File: config.mk
export PLATFORM = sky130hd
export DESIGN_NAME = reg_file
export DESIGN_NICKNAME = d
export VERILOG_FILES = /design/src/rtl/reg_file_pkg.sv /design/src/rtl/reg_read_mux.sv /design/src/rtl/reg_file.sv
export SDC_FILE = /design/constraint.sdc
export NUM_CORES = 1
export LEC_CHECK = 0
export ABC_AREA = 1
export CORE_MARGIN = 5
export CORE_UTILIZATION = 55
export CTS_CLUSTER_SIZE = 28
export DETAILED_ROUTE_END_ITERATION = 12
export PLACE_DENSITY = 0.76
export SYNTH_ARGS = -nofsm -noshare
export SYNTH_HDL_FRONTEND = slang
export SYNTH_SLANG_ARGS = --single-unit
File: constraint.sdc
create_clock -name clk -period 1.45 [get_ports clk]
set_input_delay 0.2175 -clock clk [delete_from_list [all_inputs] [get_ports clk]]
set_output_delay 0.2175 -clock clk [all_outputs]
set_load 0.005 [all_outputs]
File: src/rtl/reg_file_pkg.sv
// reg_file_pkg
//   Shared constants and types for the 16-bit processor register file.
//   DATA_W / ADDR_W set the default register width and address width.
//   reg_addr_t is also used by the decode and hazard logic, so every
//   register specifier in the datapath has the same width.
//   Port summary: none (package only).
package reg_file_pkg;

    localparam int DATA_W   = 16;
    localparam int ADDR_W   = 3;
    localparam int NUM_REGS = 1 << ADDR_W;

    typedef logic [ADDR_W-1:0] reg_addr_t;
    typedef logic [DATA_W-1:0] reg_data_t;

endpackage

File: src/rtl/reg_read_mux.sv
// reg_read_mux
//   A 2**ADDR_W : 1 multiplexer, DATA_W bits wide, that serves one
//   combinational read port of the register file. The register contents
//   come in on one flattened vector: register i occupies bits
//   [i*DATA_W +: DATA_W].
//   Ports:
//     sel       in  ADDR_W             register address to read
//     regs_flat in  DATA_W*2**ADDR_W   all register contents, flattened
//     rd_data   out DATA_W             selected register value
module reg_read_mux
    import reg_file_pkg::*;
#(
    parameter int DATA_W = reg_file_pkg::DATA_W,
    parameter int ADDR_W = reg_file_pkg::ADDR_W
) (
    input  logic [ADDR_W-1:0]                 sel,
    input  logic [(DATA_W<<ADDR_W)-1:0]       regs_flat,
    output logic [DATA_W-1:0]                 rd_data
);

    localparam int NREGS = 1 << ADDR_W;

    always_comb begin
        rd_data = '0;
        for (int i = 0; i < NREGS; i++) begin
            if (sel == i[ADDR_W-1:0]) begin
                rd_data = regs_flat[i*DATA_W +: DATA_W];
            end
        end
    end

endmodule

File: src/rtl/reg_file.sv
// reg_file
//   General-purpose register file for the pipelined 16-bit datapath:
//   2**ADDR_W registers of DATA_W bits, two combinational read ports and
//   one write port that writes on every rising clock edge (there is no
//   write enable, so callers park A3/D3 at a harmless value). Reads have
//   no bypass from D3. Forwarding is left to the pipeline.
//   Ports:
//     clk    in   1       system clock, writes on the rising edge
//     A1     in   ADDR_W  read address, port 1
//     A2     in   ADDR_W  read address, port 2
//     A3     in   ADDR_W  write address
//     D3     in   DATA_W  write data
//     D1     out  DATA_W  R[A1]
//     D2     out  DATA_W  R[A2]
//     rst_n  in   1       asynchronous active-low reset, clears all registers
module reg_file
    import reg_file_pkg::*;
#(
    parameter int DATA_W = reg_file_pkg::DATA_W,
    parameter int ADDR_W = reg_file_pkg::ADDR_W
) (
    input  logic              clk,
    input  logic [ADDR_W-1:0] A1,
    input  logic [ADDR_W-1:0] A2,
    input  logic [ADDR_W-1:0] A3,
    input  logic [DATA_W-1:0] D3,
    output logic [DATA_W-1:0] D1,
    output logic [DATA_W-1:0] D2,
    input  logic              rst_n
);

    localparam int NREGS = 1 << ADDR_W;

    logic [DATA_W-1:0]         regs_q [NREGS];
    logic [DATA_W-1:0]         regs_d [NREGS];
    logic [(DATA_W<<ADDR_W)-1:0] regs_flat;

    // Write decoder: exactly one register takes D3 each cycle. The others
    // hold their value.
    always_comb begin
        for (int i = 0; i < NREGS; i++) begin
            regs_d[i] = (A3 == i[ADDR_W-1:0]) ? D3 : regs_q[i];
        end
    end

    always_ff @(posedge clk or negedge rst_n) begin
        if (!rst_n) begin
            for (int i = 0; i < NREGS; i++) begin
                regs_q[i] <= '0;
            end
        end else begin
            for (int i = 0; i < NREGS; i++) begin
                regs_q[i] <= regs_d[i];
            end
        end
    end

    always_comb begin
        regs_flat = '0;
        for (int i = 0; i < NREGS; i++) begin
            regs_flat[i*DATA_W +: DATA_W] = regs_q[i];
        end
    end

    reg_read_mux #(
        .DATA_W(DATA_W),
        .ADDR_W(ADDR_W)
    ) u_read_mux_1 (
        .sel      (A1),
        .regs_flat(regs_flat),
        .rd_data  (D1)
    );

    reg_read_mux #(
        .DATA_W(DATA_W),
        .ADDR_W(ADDR_W)
    ) u_read_mux_2 (
        .sel      (A2),
        .regs_flat(regs_flat),
        .rd_data  (D2)
    );

endmodule

# --- Word level (Yosys, flattened, before mapping) ---
# Index checks and enable logic that the tools add are counted.
word_totals:
  reg_bits: 128
  inputBits: 27
  output_inout_bits: 32
  word_cells: 48
op_classes:
  n_eq_ne: 21
  muxes: 16
  reduce_logical: 3
ops:
  columns: ["op", "count"]
  rows:
  - ["two-way mux 16 bit", 16]
  - ["equality test 3 bit, second input constant", 12]
  - ["equality test 3 x 2 -> 1 bit, second input constant", 6]
  - ["equality test 3 x 1 -> 1 bit, second input constant", 3]
  - ["zero test 3 bit", 3]

# --- Logic depth before layout (Yosys ltp) ---
logic_depth:
  word_depth: 9
  depth_mapped: 7
  mapped_depth_nobuf: 5

# --- Modules after synthesis ---
# A second synthesis with hierarchy kept.
hier_totals:
  hier_cells: 1028
  area_unflattened_um2: 7703.6
modules_own_cells:
  columns: ["mod", "n_inst", "cells_each", "area_per_inst_um2", "seq_area_each_um2"]
  rows:
  - ["reg_file", 1, 584, 5363.9, 3203.1]
  - ["reg_read_mux", 2, 222, 1169.9, 0.0]

# --- Worst setup path after synthesis ---
# Ideal clock, no wire load.
synth_path:
  kind: "in2out"
  start: "in A1[0]"
  end: "out D1[11]"
  arrival_time_ns: 1.004
  required_ns: 1.233
  path_slack_ns: 0.229
  stages: 6
  n_path_buf: 2
  cell_sequence: "buf_4 > inv_4 > nor3_4 > buf_6 > nand2_1 > nand4_1"
synth_via:
  elab_chain_len: 9
  elab_cells_between_ends: 16
  cone_classes: "eq/ne: 7; mux: 8; reduce/logical: 1"
synth_rtl:
  columns: ["element", "line_no", "rtl"]
  rows:
  - ["from (decl)", "reg_file.sv:23", "input logic [ADDR_W-1:0] A1,"]
  - ["zero test 3 bit", "reg_read_mux.sv:26", "if (sel == i[ADDR_W-1:0]) begin"]
  - ["two-way mux 16 bit (7 in a row)", "reg_read_mux.sv:26", null]
  - ["two-way mux 16 bit (*)", "reg_read_mux.sv:26", null]
  - ["to (decl)", "reg_file.sv:27", "output logic [DATA_W-1:0] D1,"]
# Mark *: on every way between the ends. The rest lies on a longest branch, timed or not.

# --- Final worst setup path ---
layout_path:
  start: "reg regs_q (netlist bit regs_flat[57])"
  end: "out D1[9]"
layout_via:
  elab_chain_len: 5
layout_rtl:
  columns: ["element", "line_no", "rtl"]
  rows:
  - ["from (decl)", "reg_file.sv:34", "logic [DATA_W-1:0] regs_q [NREGS];"]
  - ["from (signal, indexed assignment)", "reg_file.sv:53", "regs_q[i] <= regs_d[i];"]
  - ["two-way mux 16 bit (5 in a row)", "reg_read_mux.sv:26", null]
# No other way between the ends.

==> impl_metrics.py <==
metrics = {
    "sta": {
        "drv_slew": 0,
        "post-route-period-util_pct": 121,
        "setup_slack_ns": -0.298,
        "timing.fmax_mhz": 572,
        "relSlewSlack_pct": 69.4,
        "hold_viol": 0,
        "timing.hold.ws_ns": 0.317,
        "setup_violations": 32,
        "tightestPinTransition_ns": 0.459,
        "grt_setup_unrepaired": "true",
        "finalCriticalPeriod_ns": 1.75,
        "fin_skew_ns": 0,
    },
    "setup_path": {
        "path_cells": "nand4_1 > nand4_1 > nor2_1 > nand4_1 > buf_2",
        "cp.required_ns": 1.23,
        "worst-r2r-setup-slack_ns": 0.53,
        "worst-setup-path-type": "flip-flop to output port",
        "cp_max_fo": 3,
        "end_kind": "output port",
        "crit_arrival_ns": 1.53,
        "crit_buf_inv": 1,
        "worstSetupStartpointType": "flip-flop",
        "critPathMostFrequentCell": "nand4_1",
        "max_stage_delay_ns": 0.43,
        "crit_family": "simple AND/OR/NAND/NOR gates",
        "cp_slowest_cell": "dfrtp_1",
    },
    "power_and_ir_drop": {
        "p_sw_mw": 3.36,
        "power_density_mw_per_mm2": 1230,
        "p_seq_share_pct": 42.8,
        "power_frac_clock_pct": 37.5,
        "switching_share_pct": 30.7,
        "p_leak_nw": 4.11,
        "vdd_ir_drop_max_uv": 1020,
        "total_power_mw": 11.0,
        "p_int_mw": 7.60,
        "power_frac_comb_pct": 19.8,
    },
    "place": {
        "gp_congestion": 0.915,
        "dp_hpwl_mm": 15.4,
        "portBuffers": 58,
        "place_ws_ns": -0.908,
    },
    "yosys": {
        "synth_top_area_share_pct": 47.2,
        "syn_nets": 891,
        "synth_area_leaders": "dfrtp_1, nand4_1, nand2_1",
        "avgSynthCellArea_um2": 7.86,
        "syn_inst": 864,
        "yosysSeqAreaShare_pct": 47.2,
        "synth-seq-cells": 128,
        "ys_types": 18,
        "yosys_warnings": 0,
        "netlist_area_mm2": 0.00679,
        "yosysTopAreaCell": "dfrtp_1",
    },
    "grt": {
        "grt_pass1_vias": 7376,
        "overflow": 0,
        "grt_usage_pct": 33.8,
        "grt_max_degree": 85,
        "antenna_found_initial": 0,
        "grt_first_pass_wirelength_mm": 38.2,
    },
    "final_layout": {
        "area_growth_pct": 31.2,
        "mostFrequentLayoutCells": "nand2_1, nand4_1, o21ai_0, dfrtp_1, buf_4",
        "largest_reg_flops": 128,
        "layout_commonest_cell": "nand2_1",
        "n_fill_cell": 908,
        "nets": 1023,
        "antenna_cells": 0,
        "drive_gt1_share_pct": 20.9,
    },
    "worst_hold_path": {
        "hp-class": "primary input to asynchronous set/reset pin",
    },
    "floorplan": {
        "start_util_pct": 56.3,
        "pin_count": 59,
        "die-area_mm2": 0.0147,
        "die_y_um": 121,
        "core_area_mm2": 0.0121,
        "die_w_um": 121,
        "num_rows": 40,
    },
    "route": {
        "vias": 7589,
        "ant_nets": 0,
        "routed_wirelength_mm": 24.2,
        "remaining_drc_errors": 0,
        "vias_per_cell": 6.45,
        "dr.pass1.iters": 6,
        "drtIter0Drc": 1012,
        "post_drt_wl_per_cell_um": 20.6,
    },
    "clocking": {
        "cts_root_buffer": "clkbuf_16",
        "clock-sinks": 128,
        "cts_buffer_depth": 2,
        "path_clk_slew_ns": 0.05,
        "clk_latency_ns": 0.42,
        "cts_made_buffers": 17,
        "htreeDepth": 4,
        "cts_tree": "done",
    },
    "run": {
        "cap_violations": 0,
    },
    "run_status": {
        "failed_checks": "negative setup slack",
        "outcome": "finished, violations left",
    },
}
## cells in the mapped netlist
master / count
buf_2: 28
dfrtp_1: 128
nor2_4: 1
buf_4: 3
nand2_2: 2
buf_6: 8
inv_1: 35
inv_2: 3
nand2_1: 226
clkbuf_1: 24
o21ai_0: 128
nor2_8: 1
nor3_4: 6
nor2_1: 65
buf_1: 5
inv_4: 3
nand4_1: 160
nand3_1: 38
## path summary, 6_finish.rpt
path	startpoint	to	depth (start not counted)
setup / recovery	regs_flat[57]	D1[9]	5
hold / removal	rst_n	regs_flat[112]	3
setup reg to reg	regs_flat[44]	regs_flat[44]	4
hold reg to reg	regs_flat[71]	regs_flat[71]	2
max in group asynchronous	rst_n	regs_flat[5]	3
min in group clk	regs_flat[71]	regs_flat[71]	2
## worst min-delay path: stages
cell           delay (ns)
dlygate4sd3_1        0.53
buf_4                0.13
buf_12               0.23
## cells by family (layout without fill, tap and decap cells)
kind of cell,count (synthesis),after routing,synth area share (%)
AND/OR/NAND/NOR,499,499,35.7
AO/OA/AOI/OAI,128,128,9.43
flip-flops,128,128,47.2
buffers and inverters,109,253,7.70
## area by class of cell
| class | instances | area (µm²) | share of cell area [%] |
|---|---|---|---|
| repair buffers | 181 | 1660 | 18.6 |
| clock inverters | 10 | 114 | 1.28 |
| flip-flops and latches | 128 | 3200 | 36.0 |
| multi-input cells | 627 | 3100 | 34.8 |
| inverters | 41 | 181 | 2.04 |
| well taps | 168 | 210 | 2.36 |
| clock buffers | 21 | 440 | 4.94 |
## power groups by stage
stage	registers, mW	logic, mW	clock network [mW]
2_1_floorplan	4.52	1.08	0
3_3_place_gp	4.65	1.99	0
3_5_place_dp	4.67	2.07	0
4_1_cts	4.63	2.07	4.11
5_1_grt	4.73	2.39	4.30
6_report	4.69	2.17	4.11
## timing repair
item,in CTS,in global routing
gates cloned,3,0
gates resized for setup,187,6
hold buffers,1,0
endpoints found under the hold margin,128,0
pin swaps,92,71
endpoints found under the setup margin,32,32
buffers inserted,36,10
## metrics by stage
step | cell area [µm²] | cells | setup TNS [ns] | util (%)
6_report | 8910 | 1176 | -6.96 | 73.8
5_1_grt | 8910 | 1176 | -8.94 | 73.8
4_1_cts | 8830 | 1168 | -6.45 | 73.2
3_5_place_dp | 8010 | 1097 | -31.24 | 66.4
3_3_place_gp | 8010 | 1097 | -27.02 | 66.4
2_1_floorplan | 6790 | 864 | 0 | -
## metal layers
layer / vias up / share of wire, % / GRT usage (%)
met2: 611 / 47 / 53.2
met4: 0 / 4.4 / 16.4
li1: 3278 / - / -
met3: 125 / 11 / 8.72
met1: 3575 / 38 / 43.5
met5: - / 0 / 0
Note: power is estimated with default switching activity, not from simulation.
